### config.mk
export PLATFORM = sky130hd
export DESIGN_NAME = pll_reset_ctrl
export DESIGN_NICKNAME = d
export VERILOG_FILES = /design/src/rtl/pll_reset_ctrl.sv
export SDC_FILE = /design/constraint.sdc
export NUM_CORES = 1
export LEC_CHECK = 0
export CAP_MARGIN = 20
export CORE_ASPECT_RATIO = 0.8
export CORE_UTILIZATION = 48
export DETAILED_ROUTE_END_ITERATION = 16
export GPL_ROUTABILITY_DRIVEN = 0
export HOLD_SLACK_MARGIN = 0.02
export PLACE_DENSITY = 0.72
export SLEW_MARGIN = 40
export SYNTH_ARGS = -nofsm -noshare
export SYNTH_HDL_FRONTEND = slang
export SYNTH_SLANG_ARGS = --single-unit
### constraint.sdc
create_clock -name i_clk -period 4.55 [get_ports i_clk]
set_input_delay 1.1375 -clock i_clk [delete_from_list [all_inputs] [get_ports i_clk]]
set_output_delay 1.1375 -clock i_clk [all_outputs]
set_load 0.03 [all_outputs]
### src/rtl/pll_reset_ctrl.sv
// PLL reset sequencer and lock supervisor: pulses the PLL reset, waits for a
// stable lock, then releases the system reset; retries on timeout and restarts on lock loss.
module pll_reset_ctrl #(
   parameter int RESET_CYCLES  = 16,
   parameter int LOCK_TIMEOUT  = 65536,
   parameter int STABLE_CYCLES = 1024,
   parameter int MAX_RETRIES   = 3
) (
   input  logic       i_clk,
   input  logic       i_rst_n,
   input  logic       i_pll_locked,
   input  logic       i_restart,
   output logic       o_pll_rst,
   output logic       o_sys_rst_n,
   output logic       o_ready,
   output logic       o_fail,
   output logic [7:0] o_lost_count
);

   localparam int MAX_AB  = (RESET_CYCLES > LOCK_TIMEOUT) ? RESET_CYCLES : LOCK_TIMEOUT;
   localparam int MAX_CYC = (MAX_AB > STABLE_CYCLES) ? MAX_AB : STABLE_CYCLES;
   localparam int CNT_W   = (MAX_CYC > 1) ? $clog2(MAX_CYC) : 1;
   localparam int RTY_W   = $clog2(MAX_RETRIES + 1);

   localparam logic [CNT_W-1:0] RESET_LAST   = CNT_W'(RESET_CYCLES - 1);
   localparam logic [CNT_W-1:0] TIMEOUT_LAST = CNT_W'(LOCK_TIMEOUT - 1);
   localparam logic [CNT_W-1:0] STABLE_LAST  = CNT_W'(STABLE_CYCLES - 1);
   localparam logic [RTY_W-1:0] RETRY_LAST   = RTY_W'(MAX_RETRIES - 1);

   typedef enum logic [2:0] {
      S_RESET  = 3'd0,
      S_WAIT   = 3'd1,
      S_STABLE = 3'd2,
      S_RUN    = 3'd3,
      S_FAIL   = 3'd4
   } state_t;

   state_t             state_q, state_d;
   logic [1:0]         sync_q, sync_d;
   logic               locked_s;
   logic [CNT_W-1:0]   cnt_q, cnt_d;
   logic [RTY_W-1:0]   retry_q, retry_d;
   logic [7:0]         lost_q, lost_d;
   logic               pll_rst_q, pll_rst_d;
   logic               sys_rst_n_q, sys_rst_n_d;
   logic               ready_q, ready_d;
   logic               fail_q, fail_d;
   logic               counting;

   // Two-stage synchronizer for the asynchronous lock indication.
   always_comb begin
      sync_d   = {sync_q[0], i_pll_locked};
      locked_s = sync_q[1];
   end

   always_comb begin
      state_d = state_q;
      retry_d = retry_q;
      lost_d  = lost_q;
      case (state_q)
         S_RESET: begin
            if (cnt_q == RESET_LAST) state_d = S_WAIT;
         end
         S_WAIT: begin
            if (locked_s) begin
               state_d = S_STABLE;
            end else if (cnt_q == TIMEOUT_LAST) begin
               retry_d = retry_q + RTY_W'(1);
               state_d = (retry_q >= RETRY_LAST) ? S_FAIL : S_RESET;
            end
         end
         S_STABLE: begin
            if (!locked_s) begin
               state_d = S_WAIT;
            end else if (cnt_q == STABLE_LAST) begin
               state_d = S_RUN;
               retry_d = '0;
            end
         end
         S_RUN: begin
            if (!locked_s) begin
               state_d = S_RESET;
               if (lost_q != 8'hFF) lost_d = lost_q + 8'd1;
            end
         end
         S_FAIL: begin
            state_d = S_FAIL;
         end
         default: begin
            state_d = S_RESET;
         end
      endcase

      // A restart overrides everything above, including a lost-lock count.
      if (i_restart) begin
         state_d = S_RESET;
         retry_d = '0;
         lost_d  = lost_q;
      end
   end

   always_comb begin
      counting = (state_q == S_RESET) || (state_q == S_WAIT) || (state_q == S_STABLE);
      cnt_d    = '0;
      if (!i_restart && (state_d == state_q) && counting) cnt_d = cnt_q + CNT_W'(1);

      pll_rst_d   = (state_d == S_RESET);
      sys_rst_n_d = (state_d == S_RUN);
      ready_d     = (state_d == S_RUN);
      fail_d      = (state_d == S_FAIL);
   end

   // Outputs are decoded from the next state and registered so they never glitch.
   always_ff @(posedge i_clk or negedge i_rst_n) begin
      if (!i_rst_n) begin
         state_q     <= S_RESET;
         sync_q      <= 2'b00;
         cnt_q       <= '0;
         retry_q     <= '0;
         lost_q      <= 8'd0;
         pll_rst_q   <= 1'b1;
         sys_rst_n_q <= 1'b0;
         ready_q     <= 1'b0;
         fail_q      <= 1'b0;
      end else begin
         state_q     <= state_d;
         sync_q      <= sync_d;
         cnt_q       <= cnt_d;
         retry_q     <= retry_d;
         lost_q      <= lost_d;
         pll_rst_q   <= pll_rst_d;
         sys_rst_n_q <= sys_rst_n_d;
         ready_q     <= ready_d;
         fail_q      <= fail_d;
      end
   end

   assign o_pll_rst    = pll_rst_q;
   assign o_sys_rst_n  = sys_rst_n_q;
   assign o_ready      = ready_q;
   assign o_fail       = fail_q;
   assign o_lost_count = lost_q;

endmodule

==> After elaboration in Yosys (flattened, before gate mapping) <==
Cells that the tools add are included.
{ "word_totals": {"ff_bits": 34, "input_bits": 4, "output_inout_bits": 12, "word_cells": 55} }
{ "op_classes": {"addsub": 3, "order_cmp": 1, "n_eq_ne": 15, "n_mux": 16, "bitwise_logic": 2, "n_reduce_logical": 10} }
{ "op_table": {"columns": ["operator", "n"], "rows": [
  ["$mux 3", 8],
  ["$add 16x1->16 const B", 1],
  ["$eq 16x10->1 const B", 1],
  ["$eq 16x16->1 const B", 1],
  ["$eq 16x4->1 const B", 1],
  ["$mux 16", 1],
  ["$pmux 3 s5", 1],
  ["$ne 3x3->1 const B", 4],
  ["$mux 2", 5],
  ["$eq 3x2->1 const B", 3],
  ["$add 8x1->8 const B", 1],
  ["$ne 8x8->1 const B", 1],
  ["$eq 3x3->1 const B", 2],
  ["$logic_not 3->1", 2],
  ["$reduce_and 5->1", 1],
  ["$pmux 2 s2", 1],
  ["$reduce_and 4->1", 1],
  ["$eq 3x1->1 const B", 1],
  ["$eq 3x3->1", 1],
  ["$reduce_bool 3->1", 1],
  ["$add 2x1->2 const B", 1],
  ["$ge 2x2->1 const B", 1],
  ["$logic_and 1x1->1", 2],
  ["$logic_or 1x1->1", 2],
  ["2 further kinds", 3]
]} }

==> Longest topological paths before layout <==
Gate-level depths: netlist of the first run.
{ "depth": {"ltp_word": 10, "ltp_mapped": 7, "ltp_nobuf": 7} }

==> Worst setup path after synthesis of the first run <==
OpenSTA, ideal clock, no wires.
{ "synth_path": {"path_type": "input -> register", "start": "input i_restart", "end": "register lost_q[1], in the netlist o_lost_count[1]", "setup_ns": 0.128, "arrival_time_ns": 2.273, "required_ns": 4.422, "path_slack_ns": 2.149, "path_stages": 6, "path_buffers": 2, "path_cell_list": "clkbuf_1 nor2_2 nand4_1 nor2b_1 clkbuf_1 mux2_1"} }
{ "synth_between": {"elab_chain_len": 2} }
{ "synth_lines": {"columns": ["item", "line", "rtl"], "rows": [
  ["start: declaration", "12", "input logic i_restart,"],
  ["$not 1->1 (no source line)", null, null],
  ["$reduce_and 4->1 (no source line)", null, null],
  ["end signal: assignment", "130", "lost_q <= lost_d;"],
  ["end: declaration", "43", "logic [7:0] lost_q, lost_d;"]
]} }
No other way between the ends.
A chain may end at the register's enable or synchronous reset.

==> Worst setup path after layout of the first run <==
{ "layout_path": {"start": "input i_restart", "end": "register cnt_q[15]"} }
{ "layout_between": {"elab_chain_len": 5, "elab_cells_between_ends": 6, "classes_between": "eq/ne (1); mux (2); reduce/logical (3)"} }
{ "layout_lines": {"columns": ["item", "line", "rtl"], "rows": [
  ["$mux 3", "95", "if (i_restart) begin"],
  ["$eq 3x3->1", "105", "if (!i_restart && (state_d == state_q) && counting) cnt_d = cnt_q + CNT_W'(1);"],
  ["$logic_and 1x1->1 (*) (2 in series)", "105", null],
  ["$mux 16 (*)", "105", null],
  ["named net cnt_d[15]", "41", "logic [CNT_W-1:0] cnt_q, cnt_d;"],
  ["end signal: assignment", "128", "cnt_q <= cnt_d;"],
  ["end: declaration", "41", null]
]} }
Mark *: on every way through the listed nets, which the timed path passes. The rest lies on a longest branch.

==> flow_summary.yaml, run 1 <==
cts:
  cts_hold_buf: 0
  clk_pin_slew_worst_paths_ns: 0.06
  clock-sinks: 34
  cts_root_buffer: "clkbuf_8"
  clock_latency_ns: 0.29
  cts_buffer_depth: 2
  cts_tree: "done"
  cts_resized: 0
  post-cts-setup-buffers: 0
  htree_num_levels: 2
  cts_buffers: 5
route:
  drc: 0
  drt_iter0_drc: 67
  firstDrtPassIters: 4
  viasPerCell: 5.68
  wl_per_cell_um: 14.4
  ant_nets: 0
  vias: 1272
  wl_mm: 3.22
floorplanning:
  die_w_um: 69.0
  start_util: 0.504
  core_um2: 3420
  die_y_um: 55.6
  num_io_pins: 16
  dieArea_um2: 3840
  fp-row-count: 19
yosys:
  netlist_area_um2: 1720
  synth_top_family_by_area: "simple AND/OR/NAND/NOR gates"
  synth-simple-area-share: 0.272
  synth_area_per_cell_um2: 10.4
  synthTopCellsByArea: "dfrtp_1, xnor2_1, xor2_1, nor2_2, nand3_1"
  ys_seq_area_frac: 0.494
  synthAdderAreaFrac: 0.0218
  ys_types: 37
  synth_top_area_share: 0.479
  synth_xor_area_frac: 0.107
  ys_ff_latch: 34
  yosysWarnings: 0
  synthCells: 165
  synth_nets: 172
  synth_compound_area_frac: 0.0573
  synthMuxAreaShare: 0.0123
  yosysTopAreaCell: "dfrtp_1"
place:
  dpl.hpwl_mm: 2.32
  port_buffers: 15
  dpl_cell_area_um2: 1900
global_route:
  grt_antenna_before_repair: 0
  grt_pass1_vias: 1230
  grt_max_degree: 35
  track_usage: 0.188
  grt_overflow_total: 0
  grt_first_pass_wirelength_mm: 5.60
sta:
  finClkSkew_ns: 0.00977
  max-slew-margin-rel: 0.482
  worst_slew_pin_slew_ns: 0.774
  setup_viol: 0
  post-route-min-period_ns: 2.81
  drv_slew: 0
  fin_crit_sh: 0.617
  rsz0062_at_grt: "no"
  hold_viol_final: 0
  fmax_mhz: 356
  fin_tns_setup_ns: 0
min_path:
  min_path_type: "reg2reg"
  hold_path.startpoint: "sync_q[0]$_DFF_PN0_"
worst_setup_path:
  critPathLaunch: "i_restart"
  reg2reg_from: "cnt_q[11]$_DFF_PN0_"
  critPathLaunchType: "input port"
  cp_top_family: "compound AO/OA/AOI/OAI gates"
  crit_path_cell_trace: "clkdlybuf4s50_1, nor2_2, o2111ai_2, a31oi_2, nor2_1"
  end_kind: "register"
  crit_type: "in2reg"
  path_max_fanout: 11
  slowest_stage: "a31oi_2"
  crit_buf_inv: 1
  critical_path_arrival_ns: 2.95
  cp_data_required_time_ns: 4.69
  slowest_delay_ns: 0.69
layout:
  syn_to_final_growth_pct: 15.2
  fill_cells: 296
  postLayoutCellArea_um2: 1990
  drive_gt1_frac: 0.148
  multi_input_area_um2: 811
  layout.nets: 188
  antenna-diode-count: 0
  final_cell_mix: "dfrtp_1, clkdlybuf4s50_1, nor2_1, xnor2_1"
  regArea_um2: 852
  final_common_cell: "dfrtp_1"
power:
  power.density_nw_per_um2: 282
  vdd_drop_max_uv: 206
  leakage_nw: 0.847
outcome:
  status: "complete, no violations"
run:
  cap_violations: 0
## report_power, final
part	total [mW]	leakage, nW	internal [mW]	switching [mW]
registers	0.310	0.464	0.306	0.00380
logic	0.0216	0.335	0.00737	0.0143
clock network	0.229	0.0482	0.122	0.107
## metal layers
layer	up-vias	track usage	part of all wire
met5	-	0	0
met4	0	0.0816	0.014
met3	5	0.0598	0.048
met2	29	0.275	0.44
met1	625	0.258	0.49
li1	613	-	-
## logic make-up after synthesis
logic type / Yosys count
flops: 34
fa+ha+maj: 3
buf+inv: 13
simple gates: 78
mux: 2
xor+xnor: 21
compound gates: 14
## cell type report
class | count | share of cell area
Sequential cell | 34 | 0.429
Tap cell | 42 | 0.0264
Multi-Input combinational cell | 118 | 0.408
Timing Repair Buffer | 16 | 0.0793
Inverter | 6 | 0.0113
Clock buffer | 7 | 0.0435
Clock inverter | 1 | 0.00252
## stage by stage
stage	setup slack [ns]	util	std cells	power [mW]	hold slack, ns
after global routing	1.58	0.580	224	0.584	0.367
after floorplan	2.15	-	165	0.326	0.331
after global placement	1.50	0.554	216	0.337	0.339
final	1.74	0.580	224	0.561	0.351
after detailed placement	1.42	0.554	216	0.337	0.338
after CTS	1.74	0.580	224	0.565	0.352
## synth_stat cells (all sizes together)
| master | number |
|---|---|
| dfrtp | 33 |
| nor2 | 25 |
| xnor2 | 13 |
| nand3 | 11 |
| nand4 | 9 |
| xor2 | 8 |
| and3 | 7 |
| nor3 | 7 |
| inv | 6 |
| nand2 | 6 |
| clkbuf | 5 |
| a21oi | 4 |
| nor4 | 4 |
| a31oi | 3 |
| and4 | 3 |
| ha | 3 |
| o21ai | 3 |
| buf | 2 |
| or3 | 2 |
| a22oi | 1 |
| a31o | 1 |
| dfstp | 1 |
| mux2 | 1 |
| mux2i | 1 |
| nor2b | 1 |
| nor3b | 1 |
| o2111ai | 1 |
| o21a | 1 |
| or4 | 1 |
| or4bb | 1 |
## registers in the layout, summed over array words and instances, names as in the netlist
signal and count:
o_lost_count 8, o_ready 1, cnt_q 16, sync_q 2, o_fail 1, o_pll_rst 1, retry_q 2, state_q 3
## path summary, 6_finish.rpt
kind	end	slack, ns	cells past startpoint
setup reg to reg	cnt_q[15]$_DFF_PN0_	2.09	5
min in group asynchronous	cnt_q[6]$_DFF_PN0_	1.24	2
setup / recovery	cnt_q[15]$_DFF_PN0_	1.74	5
max in group asynchronous	o_pll_rst$_DFF_PN1_	2.98	2
hold / removal	sync_q[1]$_DFF_PN0_	0.35	0
hold reg to reg	sync_q[1]$_DFF_PN0_	0.35	0
Power figures use the tool's default switching activity.
==> run 2, diff against run 1 <==
==> constraint.sdc (replaced) <==
create_clock -name i_clk -period 2.7 [get_ports i_clk]
set_input_delay 0.675 -clock i_clk [delete_from_list [all_inputs] [get_ports i_clk]]
set_output_delay 0.675 -clock i_clk [all_outputs]
set_load 0.03 [all_outputs]
==> flow_summary.yaml, run 2 (synthesis results as in run 1) <==
worst_setup_path:
  critPathLaunch: "cnt_q[11]$_DFF_PN0_"
  cp_data_required_time_ns: 2.86
  slowest_delay_ns: 0.58
  crit_path_cell_trace: "or4_4, nor4_4, o2111ai_2, a31oi_2, buf_4, nor2_1"
  reg2reg_from: "cnt_q[11]$_DFF_PN0_"
  critical_path_arrival_ns: 2.31
  crit_buf_inv: 1
  critPathLaunchType: "register"
  end_kind: "register"
  cp_top_family: "simple AND/OR/NAND/NOR gates"
  slowest_stage: "or4_4"
  crit_type: "reg2reg"
  path_max_fanout: 11
power:
  power.density_nw_per_um2: 468
  seq_power_share: 0.557
  vdd_drop_max_uv: 322
  leakage_nw: 0.858
  p_comb_frac: 0.040
  p_switching_uw: 202
  p_int_uw: 734
  p_clk_frac: 0.402
  p_sw_frac: 0.216
floorplanning:
  num_io_pins: 16
  die_y_um: 55.6
  die_w_um: 69.0
  fp-row-count: 19
  start_util: 0.504
  dieArea_um2: 3840
  core_um2: 3420
cts:
  htree_num_levels: 2
  clk_pin_slew_worst_paths_ns: 0.06
  cts_buffers: 5
  cts_buffer_depth: 2
  clock-sinks: 34
  cts_hold_buf: 0
  cts_tree: "done"
  cts_root_buffer: "clkbuf_8"
  clock_latency_ns: 0.28
  post-cts-setup-buffers: 0
  cts_resized: 0
sta:
  rsz0062_at_grt: "no"
  post-route-min-period_ns: 2.14
  finClkSkew_ns: 0.00647
  setup_viol: 0
  max-slew-margin-rel: 0.672
  fmax_mhz: 467
  hold_viol_final: 0
  worst_slew_pin_slew_ns: 0.487
  hold-worst-slack_ns: 0.364
  drv_slew: 0
  fin_crit_sh: 0.794
  fin_tns_setup_ns: 0
global_route:
  grt_pass1_vias: 1226
  track_usage: 0.196
  grt_max_degree: 35
  grt_first_pass_wirelength_mm: 5.90
  grt_antenna_before_repair: 0
  grt_overflow_total: 0
layout:
  final_cell_mix: "dfrtp_1, clkdlybuf4s50_1, nor2_1, xnor2_1"
  layout.cells.non_filler: 226
  largest_reg_flops: 16
  syn_to_final_growth_pct: 16.1
  final_common_cell: "dfrtp_1"
  top_register: "cnt_q"
  drive_gt1_frac: 0.158
  fill_cells: 299
  antenna-diode-count: 0
  layout.nets: 190
route:
  ant_nets: 0
  viasPerCell: 5.58
  wl_mm: 3.30
  drt_iter0_drc: 106
  drc: 0
  vias: 1260
  firstDrtPassIters: 5
  wl_per_cell_um: 14.6
place:
  dpl.cell_count: 218
  port_buffers: 15
  dpl.hpwl_mm: 2.34
min_path:
  min_path_type: "reg2reg"
  hold_path.startpoint: "sync_q[0]$_DFF_PN0_"
outcome:
  status: "complete, no violations"
run:
  cap_violations: 0
[run 2: worst paths after layout]
check	end	slack, ns	cells past startpoint
max	cnt_q[15]$_DFF_PN0_	0.56	6
min	sync_q[1]$_DFF_PN0_	0.36	0
max reg2reg	cnt_q[15]$_DFF_PN0_	0.56	6
min reg2reg	sync_q[1]$_DFF_PN0_	0.36	0
max in group asynchronous	o_pll_rst$_DFF_PN1_	1.59	2
min in group asynchronous	o_fail$_DFF_PN0_	0.78	2
[run 2: stage by stage]
| stage | area (um^2) | power (mW) | utilization | setup WS, ns |
|---|---|---|---|---|
| after floorplan | 1720 | 0.550 | - | 0.742 |
| after global placement | 1910 | 0.569 | 0.558 | 0.412 |
| after detailed placement | 1910 | 0.571 | 0.558 | 0.369 |
| after CTS | 2000 | 0.953 | 0.585 | 0.554 |
| after global routing | 2000 | 0.978 | 0.585 | 0.455 |
| final | 2000 | 0.937 | 0.585 | 0.556 |
[run 2: power groups by stage]
stage	clock, mW	combinational, mW	sequential, mW
final	0.377	0.0379	0.522
after CTS	0.392	0.0394	0.522
after global placement	0	0.0380	0.531
after detailed placement	0	0.0393	0.531
after floorplan	0	0.0193	0.531
after global routing	0.412	0.0439	0.523
[run 2: area by class of cell]
class / instances / area (um^2) / share of cell area
Sequential cell: 34 / 852 / 0.426
Tap cell: 42 / 52.6 / 0.0263
Clock buffer: 7 / 86.3 / 0.0431
Clock inverter: 1 / 5.00 / 0.00250
Multi-Input combinational cell: 118 / 811 / 0.405
Timing Repair Buffer: 18 / 173 / 0.0863
Inverter: 6 / 22.5 / 0.0113
[run 2: worst reg2reg max path: stages (launching register included)]
cell       delay [ns]
dfrtp_1          0.42
or4_4            0.58
nor4_4           0.35
o2111ai_2        0.15
a31oi_2          0.20
buf_4            0.25
nor2_1           0.08
[run 2: routing by layer]
layer	vias up	share of wire	global-route usage
li1	610	-	-
met1	621	0.51	0.293
met5	-	0	0
met3	7	0.044	0.0525
met2	22	0.43	0.270
met4	0	0.016	0.0787
